==> src/rtl/out_drain_ctrl_if.sv <==
// out_drain_ctrl_if: result word stream from the drain controller to its sink
interface out_drain_ctrl_if #(parameter int DW = 16);
  logic [DW-1:0] m_data;
  logic          m_valid;
  logic          m_last;
  logic          m_ready;
  modport master (output m_data, m_valid, m_last, input m_ready);
  modport slave  (input m_data, m_valid, m_last, output m_ready);
endinterface

==> src/rtl/out_drain_ctrl.sv <==
// out_drain_ctrl: drains NUM_OUT result registers one word at a time onto a valid/ready stream
module out_drain_ctrl #(
  parameter int DW      = 16,
  parameter int NUM_OUT = 10
) (
  input  logic             CLK,
  input  logic             reset,
  input  logic             frame_done,
  input  logic             ovr_clr,
  input  logic [DW-1:0]    rd_data,
  output logic [3:0]       rd_sel,
  output logic             busy,
  output logic             drain_done,
  output logic             overrun,
  out_drain_ctrl_if.master m
);
  localparam logic [3:0] N = 4'(NUM_OUT);
  typedef enum logic [1:0] {IDLE, SEL, SEND} state_t;
  state_t        state_q, state_d;
  logic [3:0]    idx_q, idx_d, rd_sel_q, rd_sel_d;
  logic [DW-1:0] m_data_q, m_data_d;
  logic          m_valid_q, m_valid_d, m_last_q, m_last_d;
  logic          busy_q, busy_d, drain_done_q, drain_done_d, overrun_q, overrun_d;
  logic          hs, fin;
  always_comb begin
    hs           = state_q == SEND && m_valid_q && m.m_ready;
    fin          = hs && idx_q == N;
    state_d      = state_q;
    idx_d        = idx_q;
    rd_sel_d     = rd_sel_q;
    m_data_d     = m_data_q;
    m_valid_d    = m_valid_q;
    m_last_d     = m_last_q;
    drain_done_d = fin;
    overrun_d    = (frame_done && state_q != IDLE && !fin) || (overrun_q && !ovr_clr);
    case (state_q)
      IDLE: if (frame_done) begin
        state_d  = SEL;
        idx_d    = 4'd1;
        rd_sel_d = 4'd1;
      end
      SEL: begin
        state_d   = SEND;
        m_data_d  = rd_data;
        m_valid_d = 1'b1;
        m_last_d  = idx_q == N;
      end
      SEND: if (hs) begin
        m_valid_d = 1'b0;
        m_last_d  = 1'b0;
        idx_d     = fin ? (frame_done ? 4'd1 : 4'd0) : idx_q + 4'd1;
        rd_sel_d  = idx_d;
        state_d   = fin && !frame_done ? IDLE : SEL;
      end
      default: state_d = IDLE;
    endcase
    busy_d = state_d != IDLE;
  end
  always_ff @(posedge CLK) begin
    if (reset) begin
      state_q      <= IDLE;
      idx_q        <= '0;
      rd_sel_q     <= '0;
      m_data_q     <= '0;
      m_valid_q    <= 1'b0;
      m_last_q     <= 1'b0;
      busy_q       <= 1'b0;
      drain_done_q <= 1'b0;
      overrun_q    <= 1'b0;
    end else begin
      state_q      <= state_d;
      idx_q        <= idx_d;
      rd_sel_q     <= rd_sel_d;
      m_data_q     <= m_data_d;
      m_valid_q    <= m_valid_d;
      m_last_q     <= m_last_d;
      busy_q       <= busy_d;
      drain_done_q <= drain_done_d;
      overrun_q    <= overrun_d;
    end
  end
  assign rd_sel     = rd_sel_q;
  assign busy       = busy_q;
  assign drain_done = drain_done_q;
  assign overrun    = overrun_q;
  assign m.m_data   = m_data_q;
  assign m.m_valid  = m_valid_q;
  assign m.m_last   = m_last_q;
endmodule
==> src/flat_wrapper.sv <==
// flat-port wrapper written by rule: the top's interface ports become plain ports
module out_drain_ctrl_flat 
#(
  parameter int DW      = 16,
  parameter int NUM_OUT = 10
)
  (CLK, reset, frame_done, ovr_clr, rd_data, rd_sel, busy, drain_done, overrun, m_m_data, m_m_valid, m_m_last, m_m_ready);
  out_drain_ctrl_if #(.DW(DW)) m_i ();
  input  logic CLK;
  input  logic reset;
  input  logic frame_done;
  input  logic ovr_clr;
  input  logic [DW-1:0] rd_data;
  output logic [3:0] rd_sel;
  output logic busy;
  output logic drain_done;
  output logic overrun;
  output wire logic [$bits(m_i.m_data)-1:0] m_m_data;
  output wire logic [$bits(m_i.m_valid)-1:0] m_m_valid;
  output wire logic [$bits(m_i.m_last)-1:0] m_m_last;
  input wire logic [$bits(m_i.m_ready)-1:0] m_m_ready;
  assign m_m_data = m_i.m_data;
  assign m_m_valid = m_i.m_valid;
  assign m_m_last = m_i.m_last;
  assign m_i.m_ready = m_m_ready;
  out_drain_ctrl #(.DW(DW), .NUM_OUT(NUM_OUT)) u_core (.CLK(CLK), .reset(reset), .frame_done(frame_done), .ovr_clr(ovr_clr), .rd_data(rd_data), .rd_sel(rd_sel), .busy(busy), .drain_done(drain_done), .overrun(overrun), .m(m_i));
endmodule
==> config.mk <==
export PLATFORM = sky130hd
export DESIGN_NAME = out_drain_ctrl_flat
export DESIGN_NICKNAME = d
export VERILOG_FILES = /design/src/rtl/out_drain_ctrl_if.sv /design/src/rtl/out_drain_ctrl.sv /design/src/flat_wrapper.sv
export SDC_FILE = /design/constraint.sdc
export NUM_CORES = 1
export LEC_CHECK = 0
export ABC_AREA = 0
export CAP_MARGIN = 25
export CORE_ASPECT_RATIO = 1.25
export CORE_MARGIN = 10
export CORE_UTILIZATION = 41
export DETAILED_ROUTE_END_ITERATION = 12
export PLACE_DENSITY_LB_ADDON = 0.15
export SLEW_MARGIN = 20
export SYNTH_ARGS = -nofsm -noshare
export SYNTH_HDL_FRONTEND = slang
export SYNTH_SLANG_ARGS = --single-unit
==> constraint.sdc <==
create_clock -name CLK -period 1.8 [get_ports CLK]
set_clock_uncertainty 0.15 [all_clocks]
set_input_delay 0.18 -clock CLK [delete_from_list [all_inputs] [get_ports CLK]]
set_output_delay 0.18 -clock CLK [all_outputs]
set_load 0.1 [all_outputs]
==> results of run 1 <==
==> per-stage QoR <==
| step | total power, mW | cells | cell area (um2) | utilization, % |
|---|---|---|---|---|
| finish | 1.54 | 207 | 1860 | 75.1 |
| global route | 1.59 | 207 | 1860 | 75.1 |
| CTS | 1.54 | 207 | 1850 | 74.7 |
| detailed placement | 1.29 | 203 | 1820 | 73.6 |
| global placement | 1.27 | 203 | 1820 | 73.6 |
| floorplan | 1.05 | 131 | 1110 | - |
==> final cells by class <==
cell class | instances | area [um2] | share of cell area [%]
repair buffers | 47 | 716 | 38.5
flip-flops and latches | 27 | 553 | 29.7
multi-input cells | 93 | 508 | 27.3
well taps | 33 | 41.3 | 2.22
clock buffers | 3 | 22.5 | 1.21
inverters | 3 | 13.8 | 0.740
clock inverters | 1 | 6.26 | 0.336
==> layer usage <==
layer | wire, um | GRT usage (%) | part of all wire (%) | vias to the layer above
li1 | - | - | - | 539
met1 | 1290 | 13.9 | 41 | 493
met3 | 253 | 4.74 | 8.0 | 2
met5 | 0 | 0 | 0 | -
met4 | 11 | 2.52 | 0.35 | 0
met2 | 1590 | 21.8 | 51 | 31
==> worst max-delay path, stage by stage (launching register included) <==
cell and delay, ns:
dfxtp_4 0.41, inv_4 0.05, ha_1 0.20, and3b_1 0.20, a2111oi_2 0.36, a21o_1 0.12, a221oi_1 0.07
==> synthesized netlist by cell type <==
master / n / share of area, %
nand2_1: 35 / 12
dfxtp_1: 27 / 50
a21oi_1: 20 / 9.2
nor2_1: 5 / 1.7
clkbuf_1: 4 / 1.4
a211oi_1: 3 / 2.1
inv_1: 3 / 1.0
nand3_1: 3 / 1.4
o21ai_0: 3 / 1.4
a221oi_1: 2 / 1.6
buf_2: 2 / 0.92
ha_1: 2 / 2.3
nor2b_1: 2 / 1.1
a2111oi_0: 1 / 0.80
a21o_1: 1 / 0.69
a21oi_2: 1 / 0.80
a311oi_1: 1 / 0.80
a31oi_1: 1 / 0.57
and2b_1: 1 / 0.69
and3_1: 1 / 0.57
and3b_1: 1 / 0.80
and4_1: 1 / 0.80
and4b_1: 1 / 0.92
buf_4: 1 / 0.69
buf_6: 1 / 1.0
nand2b_1: 1 / 0.57
nand3b_1: 1 / 0.69
nor3_1: 1 / 0.46
o31ai_1: 1 / 0.69
o41ai_1: 1 / 0.80
or2_2: 1 / 0.57
or2b_1: 1 / 0.69
or3_1: 1 / 0.57
==> power groups by stage <==
stage	Clock [mW]	Sequential (mW)	Combinational (mW)
finish	0.267	0.692	0.580
global route	0.286	0.700	0.607
CTS	0.264	0.692	0.583
detailed placement	0	0.705	0.582
global placement	0	0.702	0.572
floorplan	0	0.929	0.121
==> how the worst max path moves through the flow <==
stage	startpoint	end	slack [ns]	depth (start not counted)
global route	u_core.idx_q[0]$_SDFFE_PP0P_	u_core.idx_q[0]$_SDFFE_PP0P_	0.02	6
detailed placement	m_m_ready	u_core.idx_q[3]$_SDFFE_PP0P_	0.02	5
global placement	m_m_ready	u_core.idx_q[3]$_SDFFE_PP0P_	0.08	5
CTS	u_core.idx_q[0]$_SDFFE_PP0P_	u_core.idx_q[0]$_SDFFE_PP0P_	0.09	6
floorplan	u_core.idx_q[0]$_SDFFE_PP0P_	u_core.idx_q[0]$_SDFFE_PP0P_	0.02	6
finish	u_core.idx_q[0]$_SDFFE_PP0P_	u_core.idx_q[0]$_SDFFE_PP0P_	0.10	6
==> cells by family after synthesis <==
group / share of synthesized area (%)
adders and majority gates: 2.30
buffers and inverters: 5.05
AOI/OAI and AO/OA: 19.4
and+or+nand+nor: 23.7
DFF: 49.6
==> registers in the layout, indices dropped and copies added, names as in the netlist <==
name,count
u_core.m.m_data,16
u_core.idx_q,4
u_core.state_q,2
u_core.busy,1
u_core.drain_done,1
u_core.m.m_last,1
u_core.m.m_valid,1
u_core.overrun,1
==> what timing repair did <==
action / in CTS / in global routing
gates resized for setup: 0 / 2
endpoints found under the setup margin: 0 / 1
hold buffers: 0 / 0
==> metrics.md, run 1 <==
| Metric | Value |
|---|---|
| Run status | finished clean |
| Worst EP arrival | 1.74 ns |
| Fin. Hold Viols | 0 |
| Share of post-route cells with drive strength above 1 | 24.1% |
| Max cap viols | 0 |
| Post-synthesis sequential area ratio | ~50% |
| Min-delay src | rd_data[13] |
| IO buf count | 45 |
| Final ANT Viol Nets | 0 |
| Psw | 598 uW |
| CTS tree | built |
| Synth unique cells | 33 |
| Area delta synth->final | 70.7% |
| Die X | 66.1 um |
| Reg2reg setup slack | 0.10 ns |
| Synth Warn # | 0 |
| Hpwl dp | 2.51 mm |
| Pre-CTS setup slack | 0.0190 ns |
| Seq pwr share | 45.0% |
| Endpoint of the worst hold path | u_core.m.m_data[13]$_SDFFE_PP0P_ |
| Num CTS Buffers | 3 |
| Avg Cell Area, Syn | 8.32 um2 |
| Htree depth | 1 |
| Total of fill cells in the finished design | between 150 and 200 |
| Site row count | 20 |
| Worst Path Class, Setup | reg2reg |
| Clock power frac | 17.4% |
| Post-DR wirelength/cell | 15.2 um |
| RSZ-0062 raised after global routing | false |
| Top Ports | 46 |
| Slew Viols, Final | 0 |
| Residual DRC count | 0 |
| Final WL | 3.15 mm |
| Final setup margin | 0.102 ns |
| Tot GR Track Use | about an eighth |
| Mapped Area | between 1000 and 1500 um2 |
| Worst-path maximum fanout | 4 |
| Tmin final | 1.70 ns |
| Final #Nets | approximately 200 |
| Slew of the pin with the lowest slew margin | between 0.5 and 0.6 ns |
| First-pass GRT wire length | 5.33 mm |
| Fin Hold WS | around 0.23 ns |
| Hold Path Depth | 3 |
| Hold Crit Class | in2reg |
| CTS clk-pin slew, worst paths | 0.16 ns |
| Internal power component | approximately 940 uW |
| Net Count, Synth | 154 |
| Synth Register Bits | 27 |
| Fmax | 589 MHz |
| Critical Path Source Type | flop |
| Initial Util | 44.0% |
| Max Buffers Root-to-Sink | 2 |
| Mapped Cells | about 130 |
| Cell leakage power | 0.701 nW |
| Die area | 5130 um2 |
| Vias per cell | 5.14 |
| CP Capture Type | flop |
| Core ar. | approximately 2500 um2 |
| Combinational Power Share | between 30% and 40% |
| Gpl congestion | 0.878 |
| Req. time, crit path | 1.84 ns |
| Final setup TNS | 0 ns |
| R2r worst-path depth | 6 |
| Pin count of the biggest net entering global routing | 24 |
| Post-CTS Setup Bufs | 0 |
| Root buffer cell | clkbuf_4 |
| RR Endpoint | u_core.idx_q[0]$_SDFFE_PP0P_ |
| Vias in the first global route | 1080 |
| Fin crit share | 94.3% |
| Clk sinks | 27 |
| Sw Share | approximately two fifths |
| Die height | 77.6 um |
| Power density of the placed cells | slightly above 800 nW/um2 |
| Via Count | 1065 |
| Reg2Reg Launch Point | u_core.idx_q[0]$_SDFFE_PP0P_ |
| Final setup viols | 0 |
| Worst slew margin | 64.7% |
| Antenna violations before repair | 0 |
| Detailed Route Iter0 Violations | 45 |
| Gr ovfl total | 0 |
| Most frequent cells in the layout | 35 x nand2_1, 25 x buf_12, 21 x dfxtp_1, 20 x a21oi_1, 20 x clkdlybuf4s50_1 |
| Worst-Skew Late Latency | 0.33 ns |
| Diodes inserted | 0 |
| Peak VDD IR | 567 uV |
| Commonest non-fill, non-tap cell in the layout | nand2_1 |
| Pre-antenna DRT Iters | 4 |
Note: power is estimated with default switching activity, not from simulation.
==> inputs of run 2 (changes only) <==
--- a/config.mk
+++ b/config.mk
@@ -6,12 +6,13 @@
 export NUM_CORES = 1
 export LEC_CHECK = 0
 export ABC_AREA = 0
+export ABC_CLOCK_PERIOD_IN_PS = 1800
 export CAP_MARGIN = 25
 export CORE_ASPECT_RATIO = 1.25
 export CORE_MARGIN = 10
 export CORE_UTILIZATION = 41
 export DETAILED_ROUTE_END_ITERATION = 12
-export PLACE_DENSITY_LB_ADDON = 0.15
+export PLACE_DENSITY = 0.78
 export SLEW_MARGIN = 20
 export SYNTH_ARGS = -nofsm -noshare
 export SYNTH_HDL_FRONTEND = slang
==> metrics.md, run 2 (synthesis gave the netlist of run 1 again) <==
| Metric | Value |
|---|---|
| Critical Path Source Type | flop |
| Hpwl dp | 2.47 mm |
| Commonest non-fill, non-tap cell in the layout | nand2_1 |
| Final #Nets | 199 |
| Post-CTS Setup Bufs | 0 |
| Reg2reg setup slack | between 0.1 and 0.15 ns |
| Worst Path Class, Setup | reg2reg |
| Gpl congestion | 0.842 |
| Diodes inserted | 0 |
| Crit path capture | u_core.idx_q[0]$_SDFFE_PP0P_ |
| Fin crit share | between 90% and 100% |
| Final setup viols | 0 |
| Die height | 77.6 um |
| Tmin final | around 1.7 ns |
| Tot GR Track Use | 12.1% |
| R2r worst-path depth | 6 |
| Via Count | 1104 |
| Worst slew margin | 65.9% |
| Req. time, crit path | 1.83 ns |
| Cell leakage power | 0.705 nW |
| Critical path startpoint | u_core.idx_q[0]$_SDFFE_PP0P_ |
| Peak VDD IR | 640 uV |
| Power density of the placed cells | 813 nW/um2 |
| Combinational Power Share | 38.2% |
| Pre-antenna DRT Iters | 4 |
| CTS clk-pin slew, worst paths | 0.14 ns |
| Final ANT Viol Nets | 0 |
| Seq pwr share | between 40% and 50% |
| Hold Crit Class | in2reg |
| Fin. Hold Viols | 0 |
| Most frequent cells in the layout | 35 x nand2_1, 25 x buf_12, 22 x dfxtp_1, 20 x a21oi_1, 20 x clkdlybuf4s50_1 |
| Residual DRC count | 0 |
| Post-DR wirelength/cell | 14.8 um |
| First-pass GRT wire length | between 5 and 6 mm |
| Non-Filler Instances | around 210 |
| Vias per cell | about 5.3 |
| Max Buffers Root-to-Sink | 2 |
| Placed Cells incl. Taps | 204 |
| Die area | 5130 um2 |
| Area delta synth->final | 71.2% |
| Min-delay src | rd_data[2] |
| Clk sinks | 27 |
| Reg area | 552 um2 |
| Vias in the first global route | between 1000 and 1500 |
| PostCTS Resize Cnt | 0 |
| Max cap viols | 0 |
| Final setup TNS | 0 ns |
| RR Endpoint | u_core.idx_q[0]$_SDFFE_PP0P_ |
| Core ar. | 2480 um2 |
| Slew Viols, Final | 0 |
| Antenna violations before repair | 0 |
| Total of fill cells in the finished design | approximately 170 |
| IO buf count | 45 |
| Slew of the pin with the lowest slew margin | 0.512 ns |
| Num CTS Buffers | 3 |
| Multi-input gate area | about 510 um2 |
| # hold bufs at CTS | 0 |
| Worst EP arrival | 1.72 ns |
| Internal power component | 939 uW |
| CTS tree | built |
| RSZ-0062 raised after global routing | false |
| Psw | 578 uW |
| Top Ports | 46 |
| Worst-path maximum fanout | 4 |
| Sw Share | 38.1% |
| Initial Util | 44.0% |
| Clock power frac | between 15 and 20% |
| Die X | 66.1 um |
| Final WL | ~3.1 mm |
| Detailed Route Iter0 Violations | 44 |
| Htree depth | 1 |
| Share of post-route cells with drive strength above 1 | between 20% and 30% |
| Worst-Skew Late Latency | 0.31 ns |
| Largest register FFs | 16 |
| Fmax | 592 MHz |
| Run status | finished clean |
| CP Capture Type | flop |
| Gr ovfl total | 0 |
| Reg2Reg Launch Point | u_core.idx_q[0]$_SDFFE_PP0P_ |
| Site row count | 20 |
| Pin count of the biggest net entering global routing | 24 |
| Root buffer cell | clkbuf_4 |
## run 2: changes by cell type in the layout (fill, tap and decap cells not counted), sizes merged
| cell | change |
|---|---|
| buf | +1 |
| clkinv | +1 |
| inv | -1 |
## run 2: how the worst min path moves through the flow
| stage | depth (start not counted) | endpoint |
|---|---|---|
| 6_report | 3 | u_core.m.m_data[2]$_SDFFE_PP0P_ |
| 5_1_grt | 3 | u_core.m.m_data[2]$_SDFFE_PP0P_ |
| 2_1_floorplan | 1 | u_core.idx_q[0]$_SDFFE_PP0P_ |
| 3_3_place_gp | 2 | u_core.m.m_data[4]$_SDFFE_PP0P_ |
| 4_1_cts | 3 | u_core.m.m_data[1]$_SDFFE_PP0P_ |
| 3_5_place_dp | 2 | u_core.m.m_data[6]$_SDFFE_PP0P_ |
## run 2: power by group through the flow
stage | Clock, mW | Combinational, mW | Sequential, mW
final | 0.245 | 0.580 | 0.692
after global routing | 0.274 | 0.607 | 0.699
after CTS | 0.256 | 0.584 | 0.692
after detailed placement | 0 | 0.583 | 0.705
after global placement | 0 | 0.573 | 0.702
after floorplan | 0 | 0.121 | 0.929
## run 2: final cells by class
cell class	count	share of cell area [%]
flip-flops and latches	27	29.6
well taps	33	2.21
clock inverters	1	0.268
repair buffers	48	38.8
multi-input cells	93	27.2
clock buffers	3	1.21
inverters	3	0.738
## run 2: layer usage
metal | vias up | wire length [um] | GRT usage, %
met5 | - | 0 | 0
met4 | 0 | 37 | 4.20
met3 | 6 | 267 | 4.02
met2 | 48 | 1610 | 20.2
met1 | 510 | 1160 | 13.8
li1 | 540 | - | -
## run 2: through the flow
step           utilization [%]  setup slack (ns)  area (um2)  hold WS (ns)  total power [mW]
3_5_place_dp              73.9            0.0577        1830         0.339              1.29
3_3_place_gp              73.9             0.129        1830         0.329              1.28
5_1_grt                   75.3            0.0122        1870         0.254              1.58
2_1_floorplan                -            0.0208        1110        0.0989              1.05
6_report                  75.3             0.110        1870         0.248              1.52
4_1_cts                   75.0             0.101        1860         0.250              1.53
## run 2: worst max-delay path, stage by stage (launching register included)
cell       delay (ns)
dfxtp_4          0.41
inv_4            0.05
ha_1             0.20
and3b_1          0.21
a2111oi_2        0.36
a21o_1           0.12
a221oi_1         0.07
==> inputs of run 3 (changes only) <==
--- a/config.mk
+++ b/config.mk
@@ -6,13 +6,14 @@
 export NUM_CORES = 1
 export LEC_CHECK = 0
 export ABC_AREA = 0
-export ABC_CLOCK_PERIOD_IN_PS = 1800
+export ABC_CLOCK_PERIOD_IN_PS = 2100
 export CAP_MARGIN = 25
 export CORE_ASPECT_RATIO = 1.25
 export CORE_MARGIN = 10
 export CORE_UTILIZATION = 41
 export DETAILED_ROUTE_END_ITERATION = 12
 export PLACE_DENSITY = 0.78
+export SKIP_CTS_REPAIR_TIMING = 1
 export SLEW_MARGIN = 20
 export SYNTH_ARGS = -nofsm -noshare
 export SYNTH_HDL_FRONTEND = slang
==> constraint.sdc (replaced) <==
create_clock -name CLK -period 2.1 [get_ports CLK]
set_clock_uncertainty 0.15 [all_clocks]
set_input_delay 0.21 -clock CLK [delete_from_list [all_inputs] [get_ports CLK]]
set_output_delay 0.21 -clock CLK [all_outputs]
set_load 0.1 [all_outputs]
==> metrics.md, run 3 (synthesis gave the netlist of run 1 again) <==
| Metric | Value |
|---|---|
| Sw Share | 39.3% |
| Detailed Route Iter0 Violations | 50 |
| Endpoint of the worst hold path | u_core.m.m_data[5]$_SDFFE_PP0P_ |
| Commonest non-fill, non-tap cell in the layout | nand2_1 |
| Antenna violations before repair | 0 |
| Tmin final | between 1.5 and 2 ns |
| Slew of the pin with the lowest slew margin | 0.514 ns |
| Top Ports | between 40 and 50 |
| Critical Path Source Type | flop |
| CTS tree | built |
| Run status | finished clean |
| Tot GR Track Use | between 10% and 20% |
| Clock power frac | 17.7% |
| Final setup viols | 0 |
| Gr ovfl total | 0 |
| Worst EP arrival | ~1.8 ns |
| Root buffer cell | clkbuf_4 |
| Residual DRC count | 0 |
| Worst Path Class, Setup | reg2reg |
| Vias per cell | just over 5 |
| Worst-Skew Late Latency | slightly above 0.3 ns |
| Final setup TNS | 0 ns |
| Power density of the placed cells | 793 nW/um2 |
| Largest register FFs | 16 |
| Die height | 77.6 um |
| Psw | 474 uW |
| Non-Filler Instances | 207 |
| Via Count | 1062 |
| Fin util | 61.4% |
| Reg2Reg Launch Point | u_core.idx_q[0]$_SDFFE_PP0P_ |
| Fmax | 565 MHz |
| Post-DR wirelength/cell | 13.7 um |
| Area delta synth->final | 39.5% |
| CP Capture Type | flop |
| Reg2reg setup slack | 0.33 ns |
| Num CTS Buffers | 3 |
| Hpwl dp | 2.24 mm |
| Slew Viols, Final | 0 |
| Site row count | 20 |
| Gpl congestion | ~0.90 |
| Diodes inserted | 0 |
| Die X | 66.1 um |
| Fin crit share | 84.3% |
| Final #Nets | 198 |
| Die area | approximately 5000 um2 |
| Worst-path maximum fanout | 4 |
| Hold Crit Class | in2reg |
| Fin. Hold Viols | 0 |
| IO buf count | 45 |
| Pre-antenna DRT Iters | 4 |
| Req. time, crit path | 2.14 ns |
| Final ANT Viol Nets | 0 |
| CTS clk-pin slew, worst paths | 0.14 ns |
| First-pass GRT wire length | 4.72 mm |
| Pin count of the biggest net entering global routing | 24 |
| Placed Cells incl. Taps | 203 |
| Fin Hold WS | approximately 0.28 ns |
| Peak VDD IR | 432 uV |
| Final WL | 2.84 mm |
| Vias in the first global route | 1038 |
| Clk sinks | 27 |
| Worst slew margin | 65.7% |
| Most frequent cells in the layout | 35 x nand2_1, 27 x buf_4, 24 x dfxtp_1, 20 x a21oi_1, 20 x clkdlybuf4s50_1 |
| Seq pwr share | 47.8% |
| Core ar. | 2480 um2 |
| Max Buffers Root-to-Sink | 2 |
| R2r worst-path depth | 6 |
| Combinational Power Share | 34.5% |
| Internal power component | 731 uW |
| Initial Util | 44.0% |
| Cell leakage power | 0.615 nW |
| Htree depth | 1 |
| Max cap viols | 0 |
| Hold Path Depth | 3 |
| Share of post-route cells with drive strength above 1 | between 20% and 30% |
| RR Endpoint | u_core.idx_q[0]$_SDFFE_PP0P_ |
| RSZ-0062 raised after global routing | false |
| Min-delay src | rd_data[5] |
[run 3: worst max-delay path, cell delays in order, from the launching register on]
cell and delay (ns):
dfxtp_2 0.38, inv_1 0.08, ha_1 0.21, and3b_1 0.19, a2111oi_0 0.40, a21o_1 0.15, a221oi_1 0.09
[run 3: power groups by stage]
stage | clock (mW) | sequential, mW | combinational, mW
6_report | 0.214 | 0.576 | 0.415
5_1_grt | 0.239 | 0.581 | 0.441
4_1_cts | 0.222 | 0.576 | 0.420
3_5_place_dp | 0 | 0.587 | 0.419
3_3_place_gp | 0 | 0.586 | 0.415
2_1_floorplan | 0 | 0.795 | 0.102
[run 3: cell type report]
| type | count | area, um2 |
|---|---|---|
| repair buffers | 47 | 403 |
| flip-flops and latches | 27 | 544 |
| fillers | 233 | 957 |
| clock buffers | 4 | 26.3 |
| inverters | 3 | 11.3 |
| multi-input cells | 93 | 494 |
| well taps | 33 | 41.3 |
[run 3: per-stage QoR]
step | cell area, um2 | setup WS (ns) | power (mW)
floorplan | 1090 | 0.0212 | 0.897
global placement | 1490 | 0.347 | 1.00
detailed placement | 1490 | 0.290 | 1.01
CTS | 1520 | 0.321 | 1.22
global route | 1520 | 0.201 | 1.26
finish | 1520 | 0.329 | 1.21
[run 3: how the worst max path moves through the flow]
stage | startpoint | to | slack [ns] | cells after the start
after floorplan | u_core.m.m_valid$_SDFFE_PP0P_ | u_core.idx_q[3]$_SDFFE_PP0P_ | 0.02 | 4
after global placement | m_m_ready | u_core.idx_q[3]$_SDFFE_PP0P_ | 0.35 | 5
after detailed placement | m_m_ready | u_core.idx_q[0]$_SDFFE_PP0P_ | 0.29 | 5
after CTS | u_core.idx_q[0]$_SDFFE_PP0P_ | u_core.idx_q[0]$_SDFFE_PP0P_ | 0.32 | 6
after global routing | u_core.idx_q[0]$_SDFFE_PP0P_ | u_core.idx_q[0]$_SDFFE_PP0P_ | 0.20 | 6
final | u_core.idx_q[0]$_SDFFE_PP0P_ | u_core.idx_q[0]$_SDFFE_PP0P_ | 0.33 | 6
[run 3: routing by layer]
layer	up-vias	global-route usage, %	part of all wire (%)	wire (um)
li1	534	-	-	-
met1	485	11.4	40	1130
met2	41	18.9	49	1390
met3	2	5.03	11	313
met4	0	2.94	0.46	13
met5	-	0	0	0
==> RTL change 1: new RTL, settings of run 3 <==
Take the reset off `m_data_q` and load it in a clocked block of its own.
--- a/src/rtl/out_drain_ctrl.sv
+++ b/src/rtl/out_drain_ctrl.sv
@@ -61,7 +61,6 @@
       state_q      <= IDLE;
       idx_q        <= '0;
       rd_sel_q     <= '0;
-      m_data_q     <= '0;
       m_valid_q    <= 1'b0;
       m_last_q     <= 1'b0;
       busy_q       <= 1'b0;
@@ -71,13 +70,16 @@
       state_q      <= state_d;
       idx_q        <= idx_d;
       rd_sel_q     <= rd_sel_d;
-      m_data_q     <= m_data_d;
       m_valid_q    <= m_valid_d;
       m_last_q     <= m_last_d;
       busy_q       <= busy_d;
       drain_done_q <= drain_done_d;
       overrun_q    <= overrun_d;
     end
+  end
+
+  always_ff @(posedge CLK) begin
+    m_data_q <= m_data_d;
   end
   assign rd_sel     = rd_sel_q;
   assign busy       = busy_q;
Behaviour: differs if reset is asserted again (counterexample within 4 cycles, from zero or initial values and one cycle with reset high); with reset held inactive, the same outputs for 10 cycles.
==> RTL change 1 against run 3 <==
Power is 7.7% lower. First-iteration DRC count is 4.0% higher. Setup slack better by 0.14 ns. Design area is 0.66% higher. Synthesized cell count is 39% lower. Sequential cell count stayed put. Routed wire length is 8.8% lower. Die area is 1.7% lower. Critical path depth is 1 lower. Synthesized area is 2.4% lower. Critical path type unchanged. Largest power group unchanged.
==> RTL change 1: results (changes against run 3) <==
Placement
  – Dpl hpwl: 2030 um (-9.6%)
  – Final Wtd Congestion: 0.905 (+0.38%)

STA
  – Slew at the pin with the worst max-slew slack: 0.397 ns (-0.118 ns)
  – Final hold violations: 0 (unchanged)

Global routing
  – Grt met2 use: 15.7% (-3.3 points)
  – Met3 Use GR: 4.36% (-0.67 points)
  – Global-route wire length before repair: 4170 um (-12%)
  – Gr usage total: 10.1% (-0.79 points)
  – M1 GR Usage: 12.7% (+1.3 points)
  – Largest net degree at the start of global routing: 16 (-33%)

Cells and area
  – Non-clk bufs: 48 (+2.1%)
  – Fill cells: 211 (-9.4%)
  – # nets final: 154 (-22%)
  – Final-layout non-clock buffer area share: 26.8% (+0.32 points)
  – Multi-input logic cell count: 46 (-51%)
  – ClkCell Share: 1.80% (+0.070 points)
  – Fraction of area in multi-input gates: 21.5% (-11 points)
  – Proportion of cell area occupied by registers: 46.0% (+10 points)

Synthesis
  – Synth area leader: edfxtp_1
  – Sequential share of the synthesized area: 65.9% (+16 points)
  – Post-synth EDFFs: 16 (+16)
  – Area contributors post-synth: edfxtp_1 45%, dfxtp_1 21%, nor2b_1 2.9%, ha_1 2.4%, inv_1 1.8%
  – Synth cell types: 32 (-3.0%)
  – Syn_nets: 103 (-33%)
  – Post-synth top cells: 16 x edfxtp_1, 11 x dfxtp_1, 5 x inv_1, 5 x nor2_1, 5 x nor2b_1

Worst setup path
  – CP max-delay cell: dfxtp_2
  – Worst Path Max Fanout: 7 (+3)
  – Critical path's largest stage delay: 0.42 ns (+0.02 ns)
  – Worst Path Arrival: 1.72 ns (-0.09 ns)

Power and ir drop
  – Maximum VDD drop: 0.000338 V (-22%)
  – Int Pwr: 745 uW (+1.9%)

Drt
  – Top layer reached by signal wires: met3
  – Mean routed wirelength per cell: 15.9 um (+16%)
  – Metal2 WL: 1150 um (-17%)
  – DR vias: 838 (-21%)
  – Met3 Wirelength: 283 um (-9.6%)
  – Met1 Wirelength: 1150 um (+2.3%)

Run status
  – Status: finished, final reports clean
[RTL change 1: power groups by stage]
stage,sequential (mW),combinational [mW],clock (mW)
2_1_floorplan,0.773,0.0494,0
3_3_place_gp,0.620,0.289,0
3_5_place_dp,0.620,0.290,0
4_1_cts,0.608,0.291,0.223
5_1_grt,0.612,0.302,0.242
6_report,0.609,0.290,0.213
[RTL change 1: logic make-up (layout without fill, tap and decap cells)]
| logic type | Yosys count | count (layout) | share of synthesized area, % |
|---|---|---|---|
| buf+inv | 7 | 57 | 3.18 |
| simple gates | 28 | 28 | 16.6 |
| compound gates | 15 | 15 | 11.1 |
| fa+ha+maj | 2 | 2 | 2.35 |
| flops | 27 | 27 | 65.9 |
| mux | 1 | 1 | 0.941 |
[RTL change 1: final timing paths]
path | startpoint | endpoint | slack, ns | cells past startpoint
worst max-delay path | u_core.idx_q[0]$_SDFFE_PP0P_ | u_core.busy$_SDFF_PP0_ | 0.47 | 5
worst min-delay path | rd_data[10] | u_core.m.m_data[10]$_DFFE_PP_ | 0.28 | 1
worst max register to register | u_core.idx_q[0]$_SDFFE_PP0P_ | u_core.busy$_SDFF_PP0_ | 0.47 | 5
worst min register to register | u_core.idx_q[1]$_SDFFE_PP0P_ | u_core.idx_q[1]$_SDFFE_PP0P_ | 0.38 | 2
[RTL change 1: per-stage QoR]
| stage | hold slack (ns) | instances | cell area (um^2) | worst slack [ns] |
|---|---|---|---|---|
| 2_1_floorplan | 0.159 | 80 | 1070 | 0.0439 |
| 3_3_place_gp | 0.359 | 159 | 1500 | 0.257 |
| 3_5_place_dp | 0.366 | 159 | 1500 | 0.223 |
| 4_1_cts | 0.274 | 163 | 1530 | 0.491 |
| 5_1_grt | 0.258 | 163 | 1530 | 0.334 |
| 6_report | 0.282 | 163 | 1530 | 0.472 |
==> RTL change 2: new RTL, settings of run 3 <==
Without the edit above. `DW` is set to 16 in 3 places; all go to 20.
--- a/src/rtl/out_drain_ctrl_if.sv
+++ b/src/rtl/out_drain_ctrl_if.sv
@@ -1,5 +1,5 @@
 // out_drain_ctrl_if: result word stream from the drain controller to its sink
-interface out_drain_ctrl_if #(parameter int DW = 16);
+interface out_drain_ctrl_if #(parameter int DW = 20);
   logic [DW-1:0] m_data;
   logic          m_valid;
   logic          m_last;
--- a/src/rtl/out_drain_ctrl.sv
+++ b/src/rtl/out_drain_ctrl.sv
@@ -1,6 +1,6 @@
 // out_drain_ctrl: drains NUM_OUT result registers one word at a time onto a valid/ready stream
 module out_drain_ctrl #(
-  parameter int DW      = 16,
+  parameter int DW      = 20,
   parameter int NUM_OUT = 10
 ) (
   input  logic             CLK,
--- a/src/flat_wrapper.sv
+++ b/src/flat_wrapper.sv
@@ -1,7 +1,7 @@
 // flat-port wrapper written by rule: the top's interface ports become plain ports
 module out_drain_ctrl_flat 
 #(
-  parameter int DW      = 16,
+  parameter int DW      = 20,
   parameter int NUM_OUT = 10
 )
   (CLK, reset, frame_done, ovr_clr, rd_data, rd_sel, busy, drain_done, overrun, m_m_data, m_m_valid, m_m_last, m_m_ready);
Interface: changed (resized m_m_data and rd_data); port bits go from 46 to 54. No check against the original RTL was run, so the function may have changed too.
==> RTL change 2 against run 3 <==
Utilization fell by 0.99 points. Synthesized area rose by 13%. Critical path depth stayed put. Non-clock buffer count increased by 10. Via count up 14%. Power rose by 21%. Design area rose by 16%. Clock power increased by 49%. Setup slack improved by 0.035 ns. Sequential cell count increased by 4. Routed wire length grew 19%. Largest power group unchanged. Highest routed layer unchanged.
==> RTL change 2: results (changes against run 3) <==
Run status
  – Status: finished, final reports clean

Synthesis
  – Area contributors post-synth: dfxtp_1 50%, nand2_1 13%, a21oi_1 9.8%, ha_1 2.0%, a211oi_1 1.8%
  – Synth cell types: 32 (-3.0%)
  – Sequential share of the synthesized area: 50.5% (+0.86 points)
  – Post-synthesis adder-cell area fraction: 2.03% (-0.26 points)
  – Yosys warns: 0 (unchanged)
  – Post-synth top cells: 43 x nand2_1, 31 x dfxtp_1, 24 x a21oi_1
  – Avg Cell Area, Syn: 8.25 um^2 (-0.78%)
  – Post-synth ARST share: 0% (unchanged)
  – Syn_nets: 176 (+14%)
  – Compound-cell area share of the yosys netlist: 18.8% (-0.58 points)

Drt
  – Metal2 WL: 1850 um (+33%)
  – Iteration-0 DRC Markers: 52 (+4.0%)
  – Mean routed wirelength per cell: 14.1 um (+2.5%)
  – Met3 Wirelength: 289 um (-7.7%)
  – DR vias: 1,214 (+14%)
  – Met1 Wirelength: 1190 um (+5.3%)

Placement
  – Port Buffer Count: 53 (+18%)
  – Dpl hpwl: 2630 um (+17%)
  – Final Wtd Congestion: 0.833 (-7.6%)
  – Worst slack at placement: 0.310 ns (+0.0201 ns)
  – Area after DPL: 1710 um^2 (+15%)

Cells and area
  – # nets final: 230 (+16%)
  – Share of cells above drive strength 1: 21.6% (+1.5 points)
  – Max FFs per register: 20 (+4)
  – Non-Filler Instances: 240 (+16%)

Clocking
  – Worst-path clk slew: 0.09 ns (-0.05 ns)
  – CTS buffer count: 5 (+2)
  – Clock Tree Buf Depth: 2 (unchanged)
  – Worst skew pair latency: 0.33 ns (+0.02 ns)
  – H-tree Lvls: 2 (+1)

Power and ir drop
  – Maximum VDD drop: 0.000434 V (+0.47%)
  – Int Pwr: 888 uW (+22%)
  – Leak pwr: 0.719 nW (+17%)

Hold path
  – Hold Crit Class: primary input to flop
  – Hold_sp: rd_data[10]
  – Worst Hold End: u_core.m.m_data[10]$_SDFFE_PP0P_

Global routing
  – Grt met2 use: 21.0% (+2.1 points)
  – Global-route wire length before repair: 5260 um (+12%)
  – Gr usage total: 12.2% (+1.3 points)
  – Met3 Use GR: 5.23% (+0.21 points)
  – Largest net degree at the start of global routing: 28 (+17%)
  – M1 GR Usage: 11.7% (+0.30 points)

STA
  – WHS: 0.276 ns (-0.00525 ns)
  – Post-route minimum period: 1.74 ns (-0.0350 ns)
  – Slew at the pin with the worst max-slew slack: 0.361 ns (-0.154 ns)

Worst setup path
  – R2R cell count: 6 (unchanged)
  – Worst Path Arrival: 1.78 ns (-0.03 ns)
  – Worst R2R Setup Slack: 0.36 ns (+0.04 ns)
## RTL change 2: worst max-delay path, delay by kind of cell (launching register included)
kind / cells / cell delay, ns
flip-flops: 1 / 0.36
buffers and inverters: 1 / 0.08
AND/OR/NAND/NOR: 1 / 0.19
AO/OA/AOI/OAI: 3 / 0.60
adder cells (fa/ha/maj): 1 / 0.22
## RTL change 2: area by class of cell
cell class,count,area [um^2]
fill,280,1160
sequential,31,624
multi-input combinational,105,543
timing repair buffer,57,488
clock buffer,7,45.0
tap,36,45.0
inverter,3,11.3
clock inverter,1,5.00
## RTL change 2: power groups by stage
stage | combinational, mW | sequential (mW) | clock (mW)
detailed placement | 0.490 | 0.673 | 0
CTS | 0.491 | 0.659 | 0.330
finish | 0.487 | 0.659 | 0.318
global placement | 0.485 | 0.669 | 0
floorplan | 0.116 | 0.916 | 0
global route | 0.512 | 0.664 | 0.352
